**config.mk**
```make
export PLATFORM = sky130hd
export DESIGN_NAME = shifter_operand_unit_flat
export DESIGN_NICKNAME = d
export VERILOG_FILES = /design/src/rtl/shifter_operand_unit_if.sv /design/src/rtl/shifter_operand_unit.sv /design/src/flat_wrapper.sv
export SDC_FILE = /design/constraint.sdc
export NUM_CORES = 1
export LEC_CHECK = 0
export ABC_CLOCK_PERIOD_IN_PS = 9600
export BUFFER_PORTS_ARGS = -buffer_cell sky130_fd_sc_hd__buf_2
export CORE_AREA = 3 3 97 99
export DETAILED_ROUTE_END_ITERATION = 7
export DIE_AREA = 0 0 100 102
export HOLD_SLACK_MARGIN = 0.08
export PLACE_DENSITY = 0.66
export SLEW_MARGIN = 20
export SYNTH_ARGS = -nofsm -noshare
export SYNTH_HDL_FRONTEND = slang
export SYNTH_SLANG_ARGS = --single-unit
```
**constraint.sdc**
```tcl
create_clock -name CLK -period 9.6 [get_ports CLK]
set_input_delay 0.96 -clock CLK [delete_from_list [all_inputs] [get_ports CLK]]
set_output_delay 0.96 -clock CLK [all_outputs]
set_load 0.02 [all_outputs]
```
**src/rtl/shifter_operand_unit_if.sv**
```systemverilog
// Operand/handshake bundle between the datapath control unit (master) and the
// ARM shifter-operand stage (slave).
interface shifter_operand_unit_if #(
    parameter int WIDTH = 32,
    parameter int AMT_W = 8
);
    logic             START;
    logic             REG_SHIFT;
    logic [1:0]       SH_TYPE;
    logic [AMT_W-1:0] SH_AMT;
    logic [WIDTH-1:0] RM;
    logic             CIN;
    logic [WIDTH-1:0] B_OUT;
    logic             SH_C;
    logic             BUSY;
    logic             DONE;

    modport master (
        output START, REG_SHIFT, SH_TYPE, SH_AMT, RM, CIN,
        input  B_OUT, SH_C, BUSY, DONE
    );

    modport slave (
        input  START, REG_SHIFT, SH_TYPE, SH_AMT, RM, CIN,
        output B_OUT, SH_C, BUSY, DONE
    );
endinterface

```
**src/rtl/shifter_operand_unit.sv**
```systemverilog
// ARM shifter-operand stage feeding the ALU B input and the shifter carry-out.
// Default build shifts one bit per cycle (IDLE -> SHIFT -> FIN -> IDLE).
// Defining SHIFTER_BARREL_EN replaces the iterative shifter with a single-cycle
// barrel shifter (IDLE -> EVAL -> FIN -> IDLE); results and carries are identical.
module shifter_operand_unit #(
    parameter int WIDTH = 32,
    parameter int AMT_W = 8,
    parameter int CNT_W = 6
) (
    input logic                  CLK,
    input logic                  RESET_N,
    shifter_operand_unit_if.slave bus
);
    localparam logic [1:0] T_LSL = 2'b00;
    localparam logic [1:0] T_LSR = 2'b01;
    localparam logic [1:0] T_ASR = 2'b10;

    localparam logic [1:0] S_IDLE = 2'd0;
`ifdef SHIFTER_BARREL_EN
    localparam logic [1:0] S_EVAL = 2'd1;
`else
    localparam logic [1:0] S_SHIFT = 2'd1;
`endif
    localparam logic [1:0] S_FIN = 2'd2;

    logic [1:0]       state;
    logic [WIDTH-1:0] b_out_r;
    logic             sh_c_r;

    logic [AMT_W-1:0] amt;
    logic [CNT_W-1:0] dec_cnt;
    logic             dec_rrx;
    logic             dec_c;

    assign amt = bus.SH_AMT;

    // Decode step count, RRX mode and initial carry from the requested shift
    always_comb begin
        dec_cnt = '0;
        dec_rrx = 1'b0;
        dec_c   = bus.CIN;
        if (!bus.REG_SHIFT) begin
            case (bus.SH_TYPE)
                T_LSL: dec_cnt = CNT_W'(amt[4:0]);
                T_LSR, T_ASR: dec_cnt = (amt[4:0] == 5'd0) ? CNT_W'(32) : CNT_W'(amt[4:0]);
                default: begin
                    if (amt[4:0] == 5'd0) begin
                        dec_rrx = 1'b1;
                        dec_cnt = CNT_W'(1);
                    end else begin
                        dec_cnt = CNT_W'(amt[4:0]);
                    end
                end
            endcase
        end else if (amt != '0) begin
            case (bus.SH_TYPE)
                T_LSL, T_LSR: dec_cnt = (amt > AMT_W'(33)) ? CNT_W'(33) : CNT_W'(amt);
                T_ASR: dec_cnt = (amt > AMT_W'(32)) ? CNT_W'(32) : CNT_W'(amt);
                default: begin
                    dec_cnt = CNT_W'(amt[4:0]);
                    // A rotate by a non-zero multiple of 32 leaves RM intact but carries out bit 31
                    if (amt[4:0] == 5'd0) dec_c = bus.RM[WIDTH-1];
                end
            endcase
        end
    end

`ifdef SHIFTER_BARREL_EN
    logic [WIDTH:0]   bar;
    logic [WIDTH-1:0] res_l;
    logic             resc_l;

    // Full shift in one pass; returns {carry, result}
    function automatic logic [WIDTH:0] barrel_shift(
        input logic [WIDTH-1:0] w,
        input logic             c,
        input logic [1:0]       t,
        input logic             rrx,
        input logic [CNT_W-1:0] n
    );
        logic [WIDTH:0]        up;
        logic [WIDTH:0]        dn;
        logic signed [WIDTH:0] sdn;
        logic [WIDTH-1:0]      rot;
        logic [WIDTH:0]        r;
        up  = {1'b0, w} << n;
        dn  = {w, 1'b0} >> n;
        sdn = $signed({w, 1'b0}) >>> n;
        rot = (w >> n) | (w << (CNT_W'(WIDTH) - n));
        if (rrx) begin
            r = {w[0], c, w[WIDTH-1:1]};
        end else if (n == '0) begin
            r = {c, w};
        end else begin
            case (t)
                T_LSL:   r = up;
                T_LSR:   r = {dn[0], dn[WIDTH:1]};
                T_ASR:   r = {sdn[0], sdn[WIDTH:1]};
                default: r = {rot[WIDTH-1], rot};
            endcase
        end
        return r;
    endfunction

    assign bar = barrel_shift(bus.RM, dec_c, bus.SH_TYPE, dec_rrx, dec_cnt);

    // Control: one evaluation cycle, then the one-cycle FIN that publishes the result
    always_ff @(posedge CLK or negedge RESET_N) begin
        if (!RESET_N) begin
            state   <= S_IDLE;
            b_out_r <= '0;
            sh_c_r  <= 1'b0;
        end else begin
            case (state)
                S_IDLE: if (bus.START) state <= S_EVAL;
                S_EVAL: begin
                    state   <= S_FIN;
                    b_out_r <= res_l;
                    sh_c_r  <= resc_l;
                end
                default: state <= S_IDLE;
            endcase
        end
    end

    // Capture the barrel result at START so later input changes are irrelevant
    always_ff @(posedge CLK) begin
        if (state == S_IDLE && bus.START) begin
            res_l  <= bar[WIDTH-1:0];
            resc_l <= bar[WIDTH];
        end
    end

    assign bus.BUSY = 1'b0;
`else
    logic [CNT_W-1:0]        cnt;
    logic [WIDTH-1:0]        work;
    logic signed [WIDTH-1:0] work_s;
    logic                    wc;
    logic [1:0]              typ_l;
    logic                    rrx_l;
    logic [WIDTH-1:0]        step_w;
    logic                    step_c;

    assign work_s = work;

    // One-bit step of the latched operation; carry takes the bit shifted out
    always_comb begin
        step_w = work;
        step_c = wc;
        if (rrx_l) begin
            step_w = {wc, work[WIDTH-1:1]};
            step_c = work[0];
        end else begin
            case (typ_l)
                T_LSL: {step_c, step_w} = {work, 1'b0};
                T_LSR: begin
                    step_w = {1'b0, work[WIDTH-1:1]};
                    step_c = work[0];
                end
                T_ASR: begin
                    step_w = work_s >>> 1;
                    step_c = work[0];
                end
                default: begin
                    step_w = {work[0], work[WIDTH-1:1]};
                    step_c = work[0];
                end
            endcase
        end
    end

    // Control: count down the decoded steps, then publish the result in FIN
    always_ff @(posedge CLK or negedge RESET_N) begin
        if (!RESET_N) begin
            state   <= S_IDLE;
            cnt     <= '0;
            b_out_r <= '0;
            sh_c_r  <= 1'b0;
        end else begin
            case (state)
                S_IDLE: begin
                    if (bus.START) begin
                        state <= S_SHIFT;
                        cnt   <= dec_cnt;
                    end
                end
                S_SHIFT: begin
                    if (cnt == '0) begin
                        state   <= S_FIN;
                        b_out_r <= work;
                        sh_c_r  <= wc;
                    end else begin
                        cnt <= cnt - CNT_W'(1);
                    end
                end
                default: state <= S_IDLE;
            endcase
        end
    end

    // Working operand: loaded at START, stepped once per remaining count
    always_ff @(posedge CLK) begin
        if (state == S_IDLE && bus.START) begin
            work  <= bus.RM;
            wc    <= dec_c;
            typ_l <= bus.SH_TYPE;
            rrx_l <= dec_rrx;
        end else if (state == S_SHIFT && cnt != '0) begin
            work <= step_w;
            wc   <= step_c;
        end
    end

    assign bus.BUSY = (state == S_SHIFT);
`endif

    assign bus.DONE  = (state == S_FIN);
    assign bus.B_OUT = b_out_r;
    assign bus.SH_C  = sh_c_r;
endmodule

```
**src/flat_wrapper.sv**
```systemverilog
// flat-port wrapper written by rule: the top's interface ports become plain ports
module shifter_operand_unit_flat 
#(
    parameter int WIDTH = 32,
    parameter int AMT_W = 8,
    parameter int CNT_W = 6
)
  (CLK, RESET_N, bus_START, bus_REG_SHIFT, bus_SH_TYPE, bus_SH_AMT, bus_RM, bus_CIN, bus_B_OUT, bus_SH_C, bus_BUSY, bus_DONE);
  shifter_operand_unit_if #(.WIDTH(WIDTH), .AMT_W(AMT_W)) bus_i ();
  input logic CLK;
  input logic RESET_N;
  input wire logic [$bits(bus_i.START)-1:0] bus_START;
  input wire logic [$bits(bus_i.REG_SHIFT)-1:0] bus_REG_SHIFT;
  input wire logic [$bits(bus_i.SH_TYPE)-1:0] bus_SH_TYPE;
  input wire logic [$bits(bus_i.SH_AMT)-1:0] bus_SH_AMT;
  input wire logic [$bits(bus_i.RM)-1:0] bus_RM;
  input wire logic [$bits(bus_i.CIN)-1:0] bus_CIN;
  output wire logic [$bits(bus_i.B_OUT)-1:0] bus_B_OUT;
  output wire logic [$bits(bus_i.SH_C)-1:0] bus_SH_C;
  output wire logic [$bits(bus_i.BUSY)-1:0] bus_BUSY;
  output wire logic [$bits(bus_i.DONE)-1:0] bus_DONE;
  assign bus_i.START = bus_START;
  assign bus_i.REG_SHIFT = bus_REG_SHIFT;
  assign bus_i.SH_TYPE = bus_SH_TYPE;
  assign bus_i.SH_AMT = bus_SH_AMT;
  assign bus_i.RM = bus_RM;
  assign bus_i.CIN = bus_CIN;
  assign bus_B_OUT = bus_i.B_OUT;
  assign bus_SH_C = bus_i.SH_C;
  assign bus_BUSY = bus_i.BUSY;
  assign bus_DONE = bus_i.DONE;
  shifter_operand_unit #(.WIDTH(WIDTH), .AMT_W(AMT_W), .CNT_W(CNT_W)) u_core (.CLK(CLK), .RESET_N(RESET_N), .bus(bus_i));
endmodule
```
==> summary.md <==
| Metric | Value |
|---|---|
| Fin crit share | 27.0% |
| Routed Antenna Nets | 0 |
| Syn_nets | 373 |
| Vias per Instance | 5.31 |
| Power Internal | roughly 860 uW |
| R2R depth | 4 |
| CP endpoint kind | output pin |
| MaxCap Viol Count | 0 |
| Gpl congestion | 0.855 |
| # clock sinks | 77 |
| Layout Skew | 0.0113 ns |
| Gr busiest metal | met2 |
| Met1 Use GR | roughly 22% |
| Yosys warns | 0 |
| Hold Path Origin | u_core.bus.B_OUT[9]$_DFFE_PN0P_ |
| DR iter-0 viols | 132 |
| Pwr/cell area | 301 nW/um^2 |
| Reg power frac | 47.7% |
| Worst vdd ir | approximately 0.000094 V |
| Worst r2r src | u_core.cnt[2]$_DFFE_PN0P_ |
| Post-synth cell types | 45 |
| CTS tree | done |
| # port buffers | 81 |
| Logic pwr share | roughly a third |
| Setup WS pre-CTS | 6.84 ns |
| Fmax | about 390 MHz |
| Worst-margin pin slew | 1.02 ns |
| Drt drc | 0 |
| Layout cells sized above 1 | 35.0% |
| Unrepaired setup endpoints after global routing | false |
| H-tree depth | 3 |
| Crit path DAT | 1.63 ns |
| Number of global-route vias before repair | 2726 |
| Post-synthesis cell area | 3830 sq um |
| Top Ports | 82 |
| Switching pwr | about 500 uW |
| R2R Path End | u_core.bus.B_OUT[9]$_DFFE_PN0P_ |
| Seq. cell area | 2110 sq um |
| Num CTS Buffers | 9 |
| FP Rows | 34 |
| Leakage Power | 0.00198 uW |
| Final Hold Fails | 0 |
| GR Overflow Total | 0 |
| Max-slew violations | 0 |
| Worst skew pair latency | 0.34 ns |
| Final setup TNS | 0 ns |
| CP Data Required Time | just under 9 ns |
| Worst-case clock buffer depth | 2 |
| Root buffer cell | clkbuf_8 |
| Crit path max fanout | 10 |
| Multi-input gate area | roughly 1600 sq um |
| GR Util met3 | 3.28% |
| Hold path endpoint | u_core.bus.B_OUT[9]$_DFFE_PN0P_ |
| Die Span Y | 102 um |
| Via Count | 2714 |
| Core footprint | 8640 sq um |
| Setup CP Type | reg -> out |
| CTS Hold Bufs | 0 |
| Ant. Diodes | 0 |
| Layout area overhead | 18.2% |
| Final critical-path required period | 2.59 ns |
| Synthesized instance count | 320 |
| Yosys reg bits | 77 |
| Initial Utilization | 44.3% |
| Die span in x | 100 um |
| Filler instances | 772 |
| Antenna violations before repair | 0 |
| Final setup margin | 7.01 ns |
| Clock network fraction of total power | 17.3% |
| Avg WL per Cell | 16.1 um |
| Worst-path clk slew | 0.08 ns |
| Synthesized area per cell | roughly 12 sq um |
| Switching portion of total power | a little under two fifths |
| Worst setup SP type | flop |
| Seq/Total Area, Yosys | a little under three fifths |
| Slew headroom | 31.7% |
| Gr usage total | 16.9% |
| Post-CTS sizing | 0 |
| Die ar. | ~10000 sq um |
| Met2 usage in global routing | 27.5% |
| Outcome | complete, no violations |
| Reg-to-reg setup timing slack | around 7 ns |
| Setup Viol. Count Final | 0 |
| Final nets | 451 |
| WL final | 8220 um |
| # Post-CTS Setup Buffers | 0 |
| Hold path depth | 1 |
| Hold Crit Class | reg -> reg |
| Largest net degree at the start of global routing | 75 |
| DR pass1 iterations | 4 |
| Dpl hpwl | 5730 um |
| First-pass GRT wire length | 13500 um |
[logic make-up after synthesis]
group	synth area share, %
AO/OA/AOI/OAI	11.8
AND/OR/NAND/NOR	9.32
adder cells (fa/ha/maj)	1.96
buffers and inverters	3.73
flip-flops	55.1
multiplexers	18.1
[layout by cell type (no fill, tap or decap), drive strengths merged]
cell type,count
o21ai,33
o21ba,1
a22o,1
nand2b,6
nor2,9
a2111oi,2
a311oi,1
o311ai,1
buf,83
clkbuf,12
a221oi,1
a221o,1
inv,13
nor4,2
mux2i,31
nand2,35
a21oi,6
clkinvlp,1
o21a,1
a31oi,5
nand3,2
dfrtp,41
mux2,34
or4,2
a2bb2oi,1
nor4b,1
nor2b,6
ha,6
o32ai,1
o21bai,1
a211oi,3
o31ai,6
or3,2
edfxtp,36
o22ai,2
a21boi,1
clkinv,3
nor3,8
or3b,1
o31a,1
[synth_stat cells]
master,number,share of area [%]
mux2_1,1,0.29
o22ai_1,2,0.33
nor2_2,1,0.16
nor3_1,8,1.0
or3_1,2,0.33
nor2_1,8,0.78
a31oi_1,5,0.82
mux2i_1,31,8.1
buf_2,3,0.39
o21ai_0,33,4.3
o21ba_2,1,0.26
a21boi_0,1,0.20
nor4_1,2,0.33
o311ai_0,1,0.23
o31a_1,1,0.23
a221oi_1,1,0.23
nand2_2,1,0.16
dfrtp_1,41,27
or3b_2,1,0.23
nand3_1,2,0.26
o32ai_1,1,0.23
nand2b_1,6,0.98
clkbuf_1,9,0.88
a2bb2oi_1,1,0.23
a311oi_2,1,0.39
edfxtp_1,36,28
o21bai_1,1,0.20
o21a_1,1,0.20
a2111oi_0,1,0.23
inv_1,12,1.2
a22o_1,1,0.23
a2111oi_4,1,0.72
o31ai_1,6,1.2
or4_4,1,0.29
mux2_2,33,9.7
nor2b_1,6,0.98
ha_1,6,2.0
a21oi_1,6,0.78
a211oi_1,3,0.59
inv_2,1,0.098
nor4b_1,1,0.23
buf_6,4,1.2
nand2_1,34,3.3
a221o_1,1,0.26
or4_1,1,0.20
[metrics by stage]
stage | instances | total power, uW | instance area [sq um] | hold WS, ns | util (%)
after floorplan | 320 | 962 | 3830 | 0.483 | -
after global placement | 494 | 1110 | 4300 | 0.469 | 49.8
after detailed placement | 495 | 1140 | 4330 | 0.486 | 50.1
after CTS | 511 | 1380 | 4530 | 0.505 | 52.4
after global routing | 511 | 1470 | 4530 | 0.509 | 52.4
final | 511 | 1360 | 4530 | 0.494 | 52.4
[critical path, stage by stage, from the launching register on]
cell and delay [ns]:
dfrtp_1 0.56, nor2b_1 0.48, buf_2 0.26
[power groups by stage]
stage          clock, uW  combinational, uW  sequential [uW]
6_report             235                477              650
3_5_place_dp           0                480              659
3_3_place_gp           0                452              654
2_1_floorplan          0                270              692
4_1_cts              243                482              652
5_1_grt              258                533              676
[metal layers]
layer  vias to the layer above  part of all wire [%]
li1                       1331                     -
met5                         -                     0
met2                        83                    47
met4                         0                   1.3
met3                        10                   6.4
met1                      1290                    46
[cell type report]
class	instances	area share, %
clock buffers	12	3.68
clock inverters	4	0.664
inverters	13	1.08
multi-input cells	214	35.3
flip-flops and latches	77	46.6
well taps	108	2.99
repair buffers	83	9.73
[registers in the layout, summed over array words and instances, names as in the netlist]
register and cells:
u_core.bus.SH_C 1, u_core.rrx_l 1, u_core.cnt 6, u_core.state 2, u_core.typ_l 2, u_core.work 32, u_core.bus.B_OUT 32, u_core.wc 1
[worst max-delay path by stage]
stage / start / to / slack (ns) / cells after the start
finish: u_core.state[0]$_DFFE_PN0P_ / bus_BUSY / 7.01 / 2
global route: u_core.state[0]$_DFFE_PN0P_ / bus_BUSY / 6.88 / 2
CTS: u_core.state[0]$_DFFE_PN0P_ / bus_BUSY / 6.98 / 2
detailed placement: bus_START / u_core.work[0]$_DFFE_PP_ / 6.84 / 6
global placement: bus_SH_AMT[4] / u_core.wc$_DFFE_PP_ / 6.86 / 5
floorplan: bus_START / u_core.work[31]$_DFFE_PP_ / 6.16 / 4
Note: power is estimated with default switching activity, not from simulation.
